File: src/rtl/pointing_device_uart_tx.sv
// Byte FIFO feeding an 8N1 serializer for the pointer UART receive line.
// The divider is latched once per frame; flush discards queued bytes and aborts the frame.
module pointing_device_uart_tx #(
    parameter int unsigned DivNormal    = 25000,
    parameter int unsigned DivOverclock = 20000,
    parameter int unsigned FifoDepth    = 4
) (
    input  logic                         clk_i,
    input  logic                         rst_ni,
    input  logic                         overclock_i,
    input  logic                         flush_i,
    input  logic                         in_write_i,
    input  logic [7:0]                   in_data_i,
    output logic                         txd_o,
    output logic                         busy_o,
    output logic [$clog2(FifoDepth):0]   fifo_level_o,
    output logic                         overflow_o
);

    localparam int unsigned AddrW = $clog2(FifoDepth);
    localparam int unsigned PtrW  = AddrW + 1;

    typedef enum logic [1:0] {StIdle, StStart, StData, StStop} state_e;

    state_e          state_q;
    logic [PtrW-1:0] wr_ptr_q, rd_ptr_q;
    logic [7:0]      mem_q [FifoDepth];
    logic [7:0]      shift_q;
    logic [2:0]      bit_q;
    logic [14:0]     cnt_q, div_q;
    logic            txd_q, busy_q, overflow_q;

    logic [PtrW-1:0] level, level_d;
    logic            empty, full, last, pop, push, idle_next;
    logic [7:0]      head;
    logic [14:0]     div_sel;

    always_comb begin
        level     = wr_ptr_q - rd_ptr_q;
        empty     = (level == '0);
        full      = (level == PtrW'(FifoDepth));
        last      = (cnt_q == div_q - 15'd1);
        pop       = !flush_i && !empty &&
                    ((state_q == StIdle) || ((state_q == StStop) && last));
        push      = in_write_i && !flush_i && (!full || pop);
        level_d   = flush_i ? '0 : level + PtrW'(push) - PtrW'(pop);
        idle_next = flush_i || ((state_q == StIdle) && empty) ||
                    ((state_q == StStop) && last && empty);
        head      = mem_q[rd_ptr_q[AddrW-1:0]];
        div_sel   = overclock_i ? 15'(DivOverclock) : 15'(DivNormal);
    end

    // Storage needs no reset: occupancy is tracked entirely by the pointers.
    always_ff @(posedge clk_i) begin
        if (push) begin
            mem_q[wr_ptr_q[AddrW-1:0]] <= in_data_i;
        end
    end

    always_ff @(posedge clk_i or negedge rst_ni) begin
        if (!rst_ni) begin
            state_q    <= StIdle;
            wr_ptr_q   <= '0;
            rd_ptr_q   <= '0;
            shift_q    <= '0;
            bit_q      <= '0;
            cnt_q      <= '0;
            div_q      <= 15'(DivNormal);
            txd_q      <= 1'b1;
            busy_q     <= 1'b0;
            overflow_q <= 1'b0;
        end else begin
            overflow_q <= in_write_i && !flush_i && full && !pop;
            busy_q     <= !idle_next || (level_d != '0);
            if (flush_i) begin
                wr_ptr_q <= '0;
                rd_ptr_q <= '0;
                state_q  <= StIdle;
                txd_q    <= 1'b1;
                cnt_q    <= '0;
                bit_q    <= '0;
            end else begin
                if (push) begin
                    wr_ptr_q <= wr_ptr_q + PtrW'(1);
                end
                if (pop) begin
                    rd_ptr_q <= rd_ptr_q + PtrW'(1);
                    shift_q  <= head;
                    div_q    <= div_sel;
                end
                unique case (state_q)
                    StIdle: begin
                        cnt_q <= '0;
                        if (pop) begin
                            state_q <= StStart;
                            txd_q   <= 1'b0;
                        end else begin
                            txd_q   <= 1'b1;
                        end
                    end
                    StStart: begin
                        if (last) begin
                            state_q <= StData;
                            bit_q   <= '0;
                            cnt_q   <= '0;
                            txd_q   <= shift_q[0];
                        end else begin
                            cnt_q <= cnt_q + 15'd1;
                        end
                    end
                    StData: begin
                        if (last) begin
                            cnt_q <= '0;
                            if (bit_q == 3'd7) begin
                                state_q <= StStop;
                                txd_q   <= 1'b1;
                            end else begin
                                bit_q <= bit_q + 3'd1;
                                txd_q <= shift_q[bit_q + 3'd1];
                            end
                        end else begin
                            cnt_q <= cnt_q + 15'd1;
                        end
                    end
                    StStop: begin
                        if (last) begin
                            cnt_q <= '0;
                            // Back-to-back: a queued byte starts its frame with no idle gap.
                            if (pop) begin
                                state_q <= StStart;
                                txd_q   <= 1'b0;
                            end else begin
                                state_q <= StIdle;
                                txd_q   <= 1'b1;
                            end
                        end else begin
                            cnt_q <= cnt_q + 15'd1;
                        end
                    end
                    default: state_q <= StIdle;
                endcase
            end
        end
    end

    assign txd_o        = txd_q;
    assign busy_o       = busy_q;
    assign fifo_level_o = level;
    assign overflow_o   = overflow_q;

endmodule

File: config.mk
export PLATFORM = sky130hd
export DESIGN_NAME = pointing_device_uart_tx
export DESIGN_NICKNAME = d
export VERILOG_FILES = /design/src/rtl/pointing_device_uart_tx.sv
export SDC_FILE = /design/constraint.sdc
export NUM_CORES = 1
export LEC_CHECK = 0
export ABC_AREA = 1
export BUFFER_PORTS_ARGS = -buffer_cell sky130_fd_sc_hd__clkbuf_2
export CAP_MARGIN = 15
export CORE_UTILIZATION = 40
export DETAILED_ROUTE_END_ITERATION = 8
export GPL_TIMING_DRIVEN = 0
export HOLD_SLACK_MARGIN = 0.15
export SETUP_SLACK_MARGIN = 0.1
export SLEW_MARGIN = 25
export SYNTH_ARGS = -nofsm -noshare
export SYNTH_HDL_FRONTEND = slang
export SYNTH_SLANG_ARGS = --single-unit
File: constraint.sdc
create_clock -name clk_i -period 3.17 [get_ports clk_i]
set_clock_uncertainty 0.1 [all_clocks]
set_input_delay 0.317 -clock clk_i [delete_from_list [all_inputs] [get_ports clk_i]]
set_output_delay 0.317 -clock clk_i [all_outputs]
set_load 0.005 [all_outputs]
==> impl_metrics.tcl <==
set metrics [dict create \
    worst-r2r-cell-count 18 \
    dp_hpwl_um 4690 \
    cts_num_sinks 71 \
    grt_pass1_vias 2634 \
    ys_seq_area_frac 0.547 \
    vias_per_cell 4.89 \
    avgSynthCellArea_um2 9.50 \
    wl_per_cell_um 12.7 \
    firstDrtPassIters 5 \
    io_buffer_count 17 \
    final_area_um2 4190 \
    numCtsBuffers 9 \
    route.vias.total 2603 \
    synth-edff-count 32 \
    holdPathEnd "div_q[8]$_DFFE_PN1P_" \
    ir_worst_vdd_mv 0.381 \
    syn-cell-area_um2 3540 \
    cts_buffer_depth 2 \
    hold_class "in -> reg" \
    critical_path.cell_chain "ha_4, fa_2, xnor2_2, inv_1, nand2_1, nand2_2, a21oi_4, nand2_4, inv_4, buf_12, ha_4, inv_1, ha_1, inv_1, fa_1, inv_1, nor2_1, a41oi_1" \
    cp_data_required_time_ns 3.29 \
    post_dp_cell_area_um2 3810 \
    overflow 0 \
    finalNonFillerCells 532 \
    coreArea_um2 8380 \
    cts_tree "done" \
    ys_types 40 \
    max_freq_mhz 325 \
    cp-start-kind "flop" \
    fillers 776 \
    arrival_ns 3.19 \
    synthArstFlopShare 0.549 \
    cp_slowest_cell "fa_1" \
    finalSetupViolations 0 \
    grt_max_degree 40 \
    r2r_slack_ns 0.09 \
    hold_viol 0 \
    synth_area_leaders "edfxtp_1 (27%), dfrtp_1 (26%), nor2_1 (6.9%)" \
    antenna_found_initial 0 \
    yosys.area.top_type_share 0.271 \
    critPathMaxStageDelay_ns 0.48 \
    dp_cells 495 \
    yosysWarnings 0 \
    status "complete, no violations" \
    powerDensity_nw_per_um2 727 \
    slew_headroom 0.512 \
    initial_core_util 0.423 \
    ys_ff_latch 71 \
    hold_depth 3 \
    clk_pin_slew_ns 0.08 \
    leakage_uw 0.00179 \
    tightest_slew_ns 0.729 \
    num_rows 33 \
    cp.depth 18 \
    final_max_slew_viol_count 0 \
    layout-drive-gt1-share 0.178 \
    ys.flop_type "dfrtp_1" \
    clock_latency_ns 0.35 \
    synth_nets 404 \
    hp-start "overclock_i" \
    r2r-start "rd_ptr_q[0]$_DFFE_PN0P_" \
    die_height_um 96.1 \
    drv_cap 0 \
    final_nets 453 \
    antennaDiodeCount 0 \
    grt_pass1_wl_um 11900 \
    crit_path_end_kind "flop" \
    critical_path_class "reg -> reg" \
    crit_path_frequent_cell "inv_1" \
    drc 0 \
    worst_hold_slack_ns 0.183 \
    syn_to_final_growth_pct 18.4 \
    reg2reg_to "busy_o$_DFF_PN0_" \
    post-route-period-util 0.970 \
    io_pins 19 \
    gp_congestion 0.770 \
    dieArea_um2 9240 \
    die_w_um 96.1 \
    routed_wl_um 6750 \
    netlist_instances 373 \
    ant_nets 0 \
    drt-initial-drc-count 80 \
    grt.total_usage 0.171 \
    finalCriticalPeriod_ns 3.08 \
    cts_max_level 3 \
    crit_family "adder cells" \
    clockRootBuffer "clkbuf_8" \
    yosysTopAreaCell "edfxtp_1" \
    rsz0062_at_grt "yes" \
    crit_fanout 3 \
    cp_num_buf_inv 6 \
]
## state kept, by name (all words and copies together), names as in the netlist
register / count
mem_q: 32
cnt_q: 15
shift_q: 8
bit_q: 3
rd_ptr_q: 3
wr_ptr_q: 3
div_q: 2
state_q: 2
busy_o: 1
overflow_o: 1
txd_o: 1
## per-stage QoR
step	setup TNS, ns	total power (uW)	util	setup slack, ns
final	0	3050	0.500	0.0949
after global routing	-0.0567	3310	0.500	-0.0567
after CTS	0	3060	0.497	0.104
after detailed placement	-0.249	2280	0.454	-0.249
after global placement	-0.158	2250	0.454	-0.158
after floorplan	0	2010	-	0.0471
## layout by cell type (no fill, tap or decap), types with 2 or more instances in the layout
| master | count |
|---|---|
| nand2_1 | 59 |
| nor2_1 | 63 |
| ha_1 | 14 |
| edfxtp_1 | 32 |
| inv_6 | 3 |
| inv_1 | 43 |
| inv_2 | 3 |
| o21ai_0 | 31 |
| nor2_2 | 4 |
| a31oi_2 | 5 |
| nor3b_1 | 4 |
| nand4_1 | 2 |
| clkbuf_1 | 4 |
| xnor2_1 | 4 |
| clkbuf_8 | 9 |
| nand3_1 | 14 |
| ha_4 | 2 |
| nand2_2 | 4 |
| o21ai_1 | 2 |
| nor3_1 | 6 |
| clkbuf_2 | 16 |
| dfstp_2 | 2 |
| dfrtp_1 | 37 |
| dlygate4sd3_1 | 10 |
| buf_4 | 12 |
| a21oi_1 | 6 |
| clkinv_1 | 2 |
| buf_2 | 2 |
| clkinvlp_4 | 2 |
| o22ai_1 | 3 |
| xor2_1 | 6 |
| nand2_4 | 3 |
## routing by layer
| metal | vias up | global-route usage | routed length (um) |
|---|---|---|---|
| li1 | 1320 | - | - |
| met1 | 1244 | 0.204 | 3110 |
| met2 | 34 | 0.301 | 3350 |
| met3 | 5 | 0.0498 | 224 |
| met4 | 0 | 0.0448 | 69 |
| met5 | - | 0 | 0 |
## area by class of cell
cell class,count,area (um2),area share
Buffer,8,60.1,0.0143
Clock buffer,9,124,0.0295
Clock inverter,7,53.8,0.0128
Inverter,48,183,0.0436
Multi-Input combinational cell,246,1430,0.342
Sequential cell,71,1940,0.462
Tap cell,105,131,0.0313
Timing Repair Buffer,38,270,0.0644
## cell families (layout without fill, tap and decap cells)
logic type / Yosys count / after routing / synth area share
flops: 71 / 71 / 0.547
buf+inv: 56 / 110 / 0.0660
xor+xnor: 11 / 11 / 0.0272
simple gates: 163 / 163 / 0.198
compound gates: 54 / 54 / 0.0939
fa+ha+maj: 18 / 18 / 0.0678
## report_power, final
group | switching [uW] | internal [uW]
clock | 366 | 290
sequential | 90.1 | 1120
combinational | 677 | 506
total | 1130 | 1920
## synthesized netlist by cell type (3+ instances only)
cell type,number
xor2_1,6
nand3_1,14
nand2_1,61
edfxtp_1,32
clkbuf_1,4
ha_1,16
nand2_2,4
inv_1,45
nor2_1,65
o22ai_1,3
dfrtp_1,37
a21oi_1,6
o21ai_0,31
nor3_1,6
a31oi_2,5
xnor2_1,5
nor3b_1,4
## worst register-to-register path, stage by stage (launching register included)
cell and delay (ns):
dfrtp_1 0.42, ha_4 0.17, fa_2 0.35, xnor2_2 0.16
inv_1 0.05, nand2_1 0.06, nand2_2 0.08, a21oi_4 0.17
nand2_4 0.11, inv_4 0.07, buf_12 0.09, ha_4 0.19
inv_1 0.05, ha_1 0.14, inv_1 0.05, fa_1 0.48
inv_1 0.04, nor2_1 0.07, a41oi_1 0.10
## worst max-delay path by stage
stage	start	to	slack, ns
after floorplan	wr_ptr_q[0]$_DFFE_PN0P_	busy_o$_DFF_PN0_	0.05
after global placement	wr_ptr_q[0]$_DFFE_PN0P_	busy_o$_DFF_PN0_	-0.16
after detailed placement	wr_ptr_q[0]$_DFFE_PN0P_	busy_o$_DFF_PN0_	-0.25
after CTS	rd_ptr_q[0]$_DFFE_PN0P_	busy_o$_DFF_PN0_	0.10
after global routing	rd_ptr_q[0]$_DFFE_PN0P_	busy_o$_DFF_PN0_	-0.06
final	rd_ptr_q[0]$_DFFE_PN0P_	busy_o$_DFF_PN0_	0.09
## what timing repair did
action                                  in CTS  in global routing
buffers inserted                             9                  2
pin swaps                                    5                  0
hold buffers                                10                  0
endpoints found under the hold margin       70                  0
resized for setup                            4                  3
endpoints found under the setup margin      25                 25
(Power assumes the default switching activity.)
